==> src/rtl/instr_fetch_stage.sv <==
// Instruction fetch stage: the producer side of the IF/ID pipeline register.
//
// It owns the PC and issues instruction-memory reads over a req/ready handshake.
// It presents each fetched instruction to IF/ID with its PC and PC+1.
//   - Variable memory latency: a read cannot be withdrawn once it is issued. The
//     address is held steady until imem_ready is seen.
//   - Downstream stall: one completed instruction can be parked in a hold buffer.
//     It is presented once stall drops.
//   - Redirect: flushes IF/ID, discards any buffered or in-flight instruction and
//     resumes fetching at redirect_pc. Redirect wins over stall everywhere.
//
// Ports
//   clock, reset_n          rising-edge clock, asynchronous active-low reset
//   stall                   downstream cannot accept an instruction this cycle
//   redirect_valid/_pc      one-cycle redirect request and its target
//   imem_req/addr           read request and address (to instruction memory)
//   imem_ready/rdata        read completion strobe and data (from instruction memory)
//   PC_out_IF               PC of the presented instruction
//   PC_plus1_out_IF         PC_out_IF + 1
//   Instruction_out_IF      presented instruction (NOP_INSTR when not valid)
//   Valid_out_IF            presented instruction is real
//   flush_out_IF            IF/ID flush, asserted for the redirect cycle
module instr_fetch_stage #(
  parameter int unsigned                   PC_WIDTH    = 16,
  parameter int unsigned                   INSTR_WIDTH = 16,
  parameter logic [PC_WIDTH-1:0]           RESET_PC    = '0,
  parameter logic [INSTR_WIDTH-1:0]        NOP_INSTR   = '1
) (
  input  logic                   clock,
  input  logic                   reset_n,
  input  logic                   stall,
  input  logic                   redirect_valid,
  input  logic [PC_WIDTH-1:0]    redirect_pc,
  output logic                   imem_req,
  output logic [PC_WIDTH-1:0]    imem_addr,
  input  logic                   imem_ready,
  input  logic [INSTR_WIDTH-1:0] imem_rdata,
  output logic [PC_WIDTH-1:0]    PC_out_IF,
  output logic [PC_WIDTH-1:0]    PC_plus1_out_IF,
  output logic [INSTR_WIDTH-1:0] Instruction_out_IF,
  output logic                   Valid_out_IF,
  output logic                   flush_out_IF
);

  typedef enum logic [1:0] {StIdle, StFetch, StHold, StDrain} state_e;

  state_e                 state_q, state_d;
  logic [PC_WIDTH-1:0]    pc_q, pc_d;
  logic [PC_WIDTH-1:0]    hold_pc_q, hold_pc_d;
  logic [INSTR_WIDTH-1:0] hold_instr_q, hold_instr_d;
  logic [PC_WIDTH-1:0]    drain_addr_q, drain_addr_d;

  logic                   pres_valid;
  logic [PC_WIDTH-1:0]    pres_pc;
  logic [INSTR_WIDTH-1:0] pres_instr;

  always_comb begin
    state_d      = state_q;
    pc_d         = pc_q;
    hold_pc_d    = hold_pc_q;
    hold_instr_d = hold_instr_q;
    drain_addr_d = drain_addr_q;
    imem_req     = 1'b0;
    imem_addr    = pc_q;
    pres_valid   = 1'b0;
    pres_pc      = '0;
    pres_instr   = NOP_INSTR;

    unique case (state_q)
      StIdle: begin
        state_d = StFetch;
        if (redirect_valid) pc_d = redirect_pc;
      end

      StFetch: begin
        imem_req = 1'b1;
        if (redirect_valid) begin
          pc_d = redirect_pc;
          // The pending read cannot be withdrawn: finish it at the old address and drop it.
          if (!imem_ready) begin
            drain_addr_d = pc_q;
            state_d      = StDrain;
          end
        end else if (imem_ready) begin
          pc_d = pc_q + PC_WIDTH'(1);
          if (!stall) begin
            pres_valid = 1'b1;
            pres_pc    = pc_q;
            pres_instr = imem_rdata;
          end else begin
            hold_pc_d    = pc_q;
            hold_instr_d = imem_rdata;
            state_d      = StHold;
          end
        end
      end

      StHold: begin
        if (redirect_valid) begin
          pc_d    = redirect_pc;
          state_d = StFetch;
        end else if (!stall) begin
          pres_valid = 1'b1;
          pres_pc    = hold_pc_q;
          pres_instr = hold_instr_q;
          state_d    = StFetch;
        end
      end

      StDrain: begin
        imem_req  = 1'b1;
        imem_addr = drain_addr_q;
        if (redirect_valid) pc_d = redirect_pc;
        if (imem_ready) state_d = StFetch;
      end

      default: state_d = StIdle;
    endcase
  end

  always_ff @(posedge clock or negedge reset_n) begin
    if (!reset_n) begin
      state_q      <= StIdle;
      pc_q         <= RESET_PC;
      hold_pc_q    <= '0;
      hold_instr_q <= NOP_INSTR;
      drain_addr_q <= '0;
    end else begin
      state_q      <= state_d;
      pc_q         <= pc_d;
      hold_pc_q    <= hold_pc_d;
      hold_instr_q <= hold_instr_d;
      drain_addr_q <= drain_addr_d;
    end
  end

  assign Valid_out_IF       = pres_valid;
  assign PC_out_IF          = pres_pc;
  assign PC_plus1_out_IF    = pres_valid ? pres_pc + PC_WIDTH'(1) : '0;
  assign Instruction_out_IF = pres_instr;
  assign flush_out_IF       = redirect_valid & reset_n;

endmodule

==> config.mk <==
export PLATFORM = sky130hd
export DESIGN_NAME = instr_fetch_stage
export DESIGN_NICKNAME = d
export VERILOG_FILES = /design/src/rtl/instr_fetch_stage.sv
export SDC_FILE = /design/constraint.sdc
export NUM_CORES = 1
export LEC_CHECK = 0
export CAP_MARGIN = 40
export CORE_MARGIN = 10
export CORE_UTILIZATION = 45
export CTS_BUF_LIST = sky130_fd_sc_hd__clkbuf_2
export DETAILED_ROUTE_END_ITERATION = 7
export PLACE_DENSITY = 0.78
export SYNTH_ARGS = -nofsm -noshare
export SYNTH_HDL_FRONTEND = slang
export SYNTH_SLANG_ARGS = --single-unit
==> constraint.sdc <==
create_clock -name clock -period 2.4 [get_ports clock]
set_input_delay 0.24 -clock clock [delete_from_list [all_inputs] [get_ports clock]]
set_output_delay 0.24 -clock clock [all_outputs]
set_load 0.05 [all_outputs]
==> results.md <==
- CP cell instances: inv_2 > ha_4 > nor3b_4 > buf_4 > buf_6 > a22oi_2 > nor2_4 > ha_4 > nand3_4 > nor4_4 > mux2_4 > buf_8
- Final Util: 0.815
- Final sum of negative setup slack: -16420 ps
- Number of nets in the finished design: between 600 and 700
- Via total after detailed routing: approximately 4300
- Kind of critical path: flop to output pin
- Pin slew with the least headroom to its limit: between 800 and 900 ps
- Worst setup path start: state_q[0]
- Worst-case vdd ir drop: around 0.00070 V
- Share of synthesized flip-flops with an asynchronous set or reset: 1.00
- Cell with the largest stage delay on the worst path: sky130_fd_sc_hd__dfrtp_1
- H-tree levels: 3
- Total routing usage reported by global routing: 0.205
- Setup repair after global routing missed its margin: yes
- Worst slack at placement: -600 ps
- Count of TritonRoute iterations in the first routing pass: 5
- Static leakage: 0.00296 uW
- Starting Density: 0.461
- Fraction of synthesized cell area in xor and xnor cells: 0.0438
- Post-DP Area: slightly above 6000 um2
- Ys Warns: 0
- CTS sink cnt: 66
- Overall overflow remaining after global route: 0
- Number of setup violations in the final report: 35
- Synthesized area divided by synthesized cell count: 9.67 um2
- Mux cell area share after synthesis: 0.169
- DRT Wirelength: ~16 mm
- Final worst setup slack: -952 ps
- DRC violation count after routing: 0
- Area of the mapped netlist: around 4000 um2
- First-pass GRT wire length: ~22 mm
- Number of slew-limit violations in the final report: 0
- Area Overhead vs Synth: 76.7%
- Worst min-delay path category: input port to flop
- Number of distinct library cells after synthesis: between 40 and 50
- Horizontal die dimension: about 110 um
- Min cycle time layout: ~3400 ps
- Crit end category: output pin
- Count of antenna-violating nets left after detailed routing: 0
- Headroom to the max-slew limit: 0.457
- Number of flip-flops and latches in the synthesized netlist: 66
- Number of violations reported at the end of detailed-routing iteration 0: about 400
- Min-Delay Startpoint: redirect_pc[6]
- Via count of the first global-routing pass: just over 4000
- Final std cell area, no fill: a little over 7000 um2
- Number of antenna repair diodes: 0
- Standard cell core area: between 8000 and 9000 um2
- Run status: complete, but fails checks
- Number of antenna violations at the first check in global routing: 0
- Row Count: 34
- Sum of internal, switching and leakage power: about 8200 uW
- Maximum net fanout on the critical path: 4
- Fmax: just under 0.3 GHz
- Delay of the slowest cell on the worst path: about 450 ps
- Arrival time of the worst setup path: between 3000 and 4000 ps
- Overall die area: roughly 13000 um2
- Insertion delay to the later sink of the worst-skew pair: approximately 550 ps
- Max-capacitance violation count: 0
- Reg2Reg Launch Point: state_q[1]
- Fraction of final layout cells with drive strength greater than 1: 0.571
- Maximum buffer depth of the clock tree: 2
- Number of endpoints with negative hold slack in the final report: 0
- Post-synthesis sequential area ratio: 0.418
- Data required time at the worst endpoint: between 2000 and 2500 ps
- Gp weighted congestion: slightly above 0.9
- Arithmetic-cell share of the synthesized area counting full adders, half adders and majority gates: 0.0156
- Root buf cell: sky130_fd_sc_hd__clkbuf_2
- TritonCTS clock tree: built
- Most area-consuming cells after synthesis: sky130_fd_sc_hd__dfrtp_1 (31%), sky130_fd_sc_hd__mux2_2 (16%), sky130_fd_sc_hd__dfstp_2 (11%)
- Largest net degree at the start of global routing: between 60 and 70
- Cell area power density: between 1000 and 1500 nW/um2
- Dominant cell type by area after synthesis: sky130_fd_sc_hd__dfrtp_1
- Detailed-route vias per instance: around 6
- Number of enable-type register cells in the synthesized netlist: 0
- Clock transition at the register clock pins on the worst setup and hold paths after CTS: around 190 ps
- Setup Skew: 14.2 ps
- Area share of the leading cell type in the synthesized netlist: 0.313
- Failing checks: negative setup slack
- Synthesized netlist cell count: slightly above 400
- Number of buffers created by CTS: 9
- Most instantiated flip-flop cell in the synthesis netlist: sky130_fd_sc_hd__dfrtp_1
- Fraction of the mapped netlist area in simple logic gates: 0.173
- Most frequent cell on the critical path: sky130_fd_sc_hd__ha_4
- I/O pin total: roughly 100
- Count of input and output buffers: approximately 100
- Final cycle utilization of the critical path: 1.40
- Vert. Die Dim: between 100 and 150 um
- HPWL Detailed: 9.69 mm
- Share of the synthesized area in compound gates (AO/OA/AOI/OAI): 0.137
- Startpoint type of the worst setup path: flop
- Combinational family with the most area after synthesis: simple AND/OR/NAND/NOR gates
- Synth Net Count: approximately 460
- Routed wire per std cell: roughly 23 um
synthesized netlist by cell type, types with 3 or more instances:
cell and number:
sky130_fd_sc_hd__nor2b_1 4, sky130_fd_sc_hd__clkbuf_1 20, sky130_fd_sc_hd__nand2_1 42, sky130_fd_sc_hd__nand3b_1 3, sky130_fd_sc_hd__buf_2 7, sky130_fd_sc_hd__xnor2_1 12
sky130_fd_sc_hd__a21oi_1 3, sky130_fd_sc_hd__nor2_1 32, sky130_fd_sc_hd__mux2_2 58, sky130_fd_sc_hd__nand3_1 22, sky130_fd_sc_hd__ha_1 5, sky130_fd_sc_hd__o21ai_0 60
sky130_fd_sc_hd__inv_1 11, sky130_fd_sc_hd__and3_1 6, sky130_fd_sc_hd__a32oi_1 3, sky130_fd_sc_hd__a22oi_1 11, sky130_fd_sc_hd__nand4_1 5, sky130_fd_sc_hd__dfrtp_1 50
sky130_fd_sc_hd__xor2_1 8, sky130_fd_sc_hd__dfstp_2 16, sky130_fd_sc_hd__o31ai_1 3
stage by stage:
step | hold slack (ps) | instances
global placement | 464 | 668
detailed placement | 478 | 669
finish | 242 | 717
CTS | 257 | 696
floorplan | -55.6 | 414
global route | 234 | 717
layout by cell type, fill, tap and decap left out, types with 2 or more instances in the layout:
cell and instances:
sky130_fd_sc_hd__a211oi_4 2, sky130_fd_sc_hd__a21oi_2 2, sky130_fd_sc_hd__a22oi_1 2, sky130_fd_sc_hd__a22oi_2 11, sky130_fd_sc_hd__a32oi_2 2, sky130_fd_sc_hd__and3_1 4
sky130_fd_sc_hd__and3_4 2, sky130_fd_sc_hd__buf_12 47, sky130_fd_sc_hd__buf_4 86, sky130_fd_sc_hd__buf_6 31, sky130_fd_sc_hd__buf_8 6, sky130_fd_sc_hd__clkbuf_16 2
sky130_fd_sc_hd__clkbuf_2 10, sky130_fd_sc_hd__clkdlybuf4s50_1 35, sky130_fd_sc_hd__clkinvlp_4 3, sky130_fd_sc_hd__dfrtp_1 50, sky130_fd_sc_hd__dfstp_2 16, sky130_fd_sc_hd__ha_4 4
sky130_fd_sc_hd__inv_1 5, sky130_fd_sc_hd__inv_2 6, sky130_fd_sc_hd__mux2_2 57, sky130_fd_sc_hd__mux2_4 2, sky130_fd_sc_hd__nand2_1 38, sky130_fd_sc_hd__nand2_2 3
sky130_fd_sc_hd__nand3_1 21, sky130_fd_sc_hd__nand3_4 3, sky130_fd_sc_hd__nand3b_1 3, sky130_fd_sc_hd__nand4_1 5, sky130_fd_sc_hd__nor2_1 10, sky130_fd_sc_hd__nor2_2 8
sky130_fd_sc_hd__nor2_4 14, sky130_fd_sc_hd__nor2b_1 3, sky130_fd_sc_hd__nor4_4 2, sky130_fd_sc_hd__nor4b_4 2, sky130_fd_sc_hd__o21ai_0 54, sky130_fd_sc_hd__o21ai_1 5
sky130_fd_sc_hd__o31ai_4 3, sky130_fd_sc_hd__xnor2_1 8, sky130_fd_sc_hd__xnor2_2 3, sky130_fd_sc_hd__xor2_1 7
routing by layer:
| metal | GRT usage | vias to the layer above | routed length (um) |
|---|---|---|---|
| met4 | 0.0835 | 0 | 708 |
| li1 | - | 1850 | - |
| met5 | 0 | - | 0 |
| met3 | 0.0409 | 60 | 1160 |
| met1 | 0.242 | 2121 | 5900 |
| met2 | 0.355 | 227 | 8520 |
flip-flops by register name, summed over array words and instances (netlist names):
register and cells:
drain_addr_q 16, hold_instr_q 16, hold_pc_q 16, pc_q 16, state_q 2
cell type report:
type / instances / area (um2)
well taps: 108 / 135
clock inverters: 6 / 66.3
multi-input cells: 307 / 2670
repair buffers: 209 / 2440
flip-flops and latches: 66 / 1670
fillers: 419 / 1610
clock buffers: 10 / 50.0
inverters: 11 / 41.3
path summary, 6_finish.rpt:
path | end | slack [ps] | depth (start not counted)
max in group asynchronous | pc_q[14] | 1470 | 3
worst min register to register | drain_addr_q[8] | 510 | 2
worst max-delay path | PC_plus1_out_IF[10] | -950 | 12
worst max register to register | pc_q[15] | 100 | 10
worst min-delay path | pc_q[6] | 240 | 3
min in group asynchronous | state_q[0] | 400 | 3
repair_timing:
item | CTS | global route
pin swaps | 22 | 24
buffers inserted | 11 | 25
endpoints found under the setup margin | 33 | 64
gates resized for setup | 59 | 52
hold endpoints to repair | 50 | 0
cloned | 0 | 2
hold buffers | 1 | 0
cells by family (layout without fill, tap and decap cells):
family / count (synthesis) / after routing
AOI/OAI and AO/OA: 91 / 91
adders and majority gates: 5 / 5
and+or+nand+nor: 131 / 131
xor gates and xnor gates: 20 / 20
DFF: 66 / 66
muxes: 60 / 60
buffers and inverters: 41 / 236
where the power goes:
part	switching, uW	total (uW)	internal, uW
sequential	331	1970	1640
clock	440	684	245
combinational	3110	5560	2450
critical path, delay by kind of cell, from the launching register on:
family	cells	cell delay, ps
adder cells (fa/ha/maj)	2	320
multiplexers	1	330
flip-flops	1	450
buffers and inverters	4	530
AO/OA/AOI/OAI	1	80
AND/OR/NAND/NOR	4	860
Note: power is estimated with default switching activity, not from simulation.
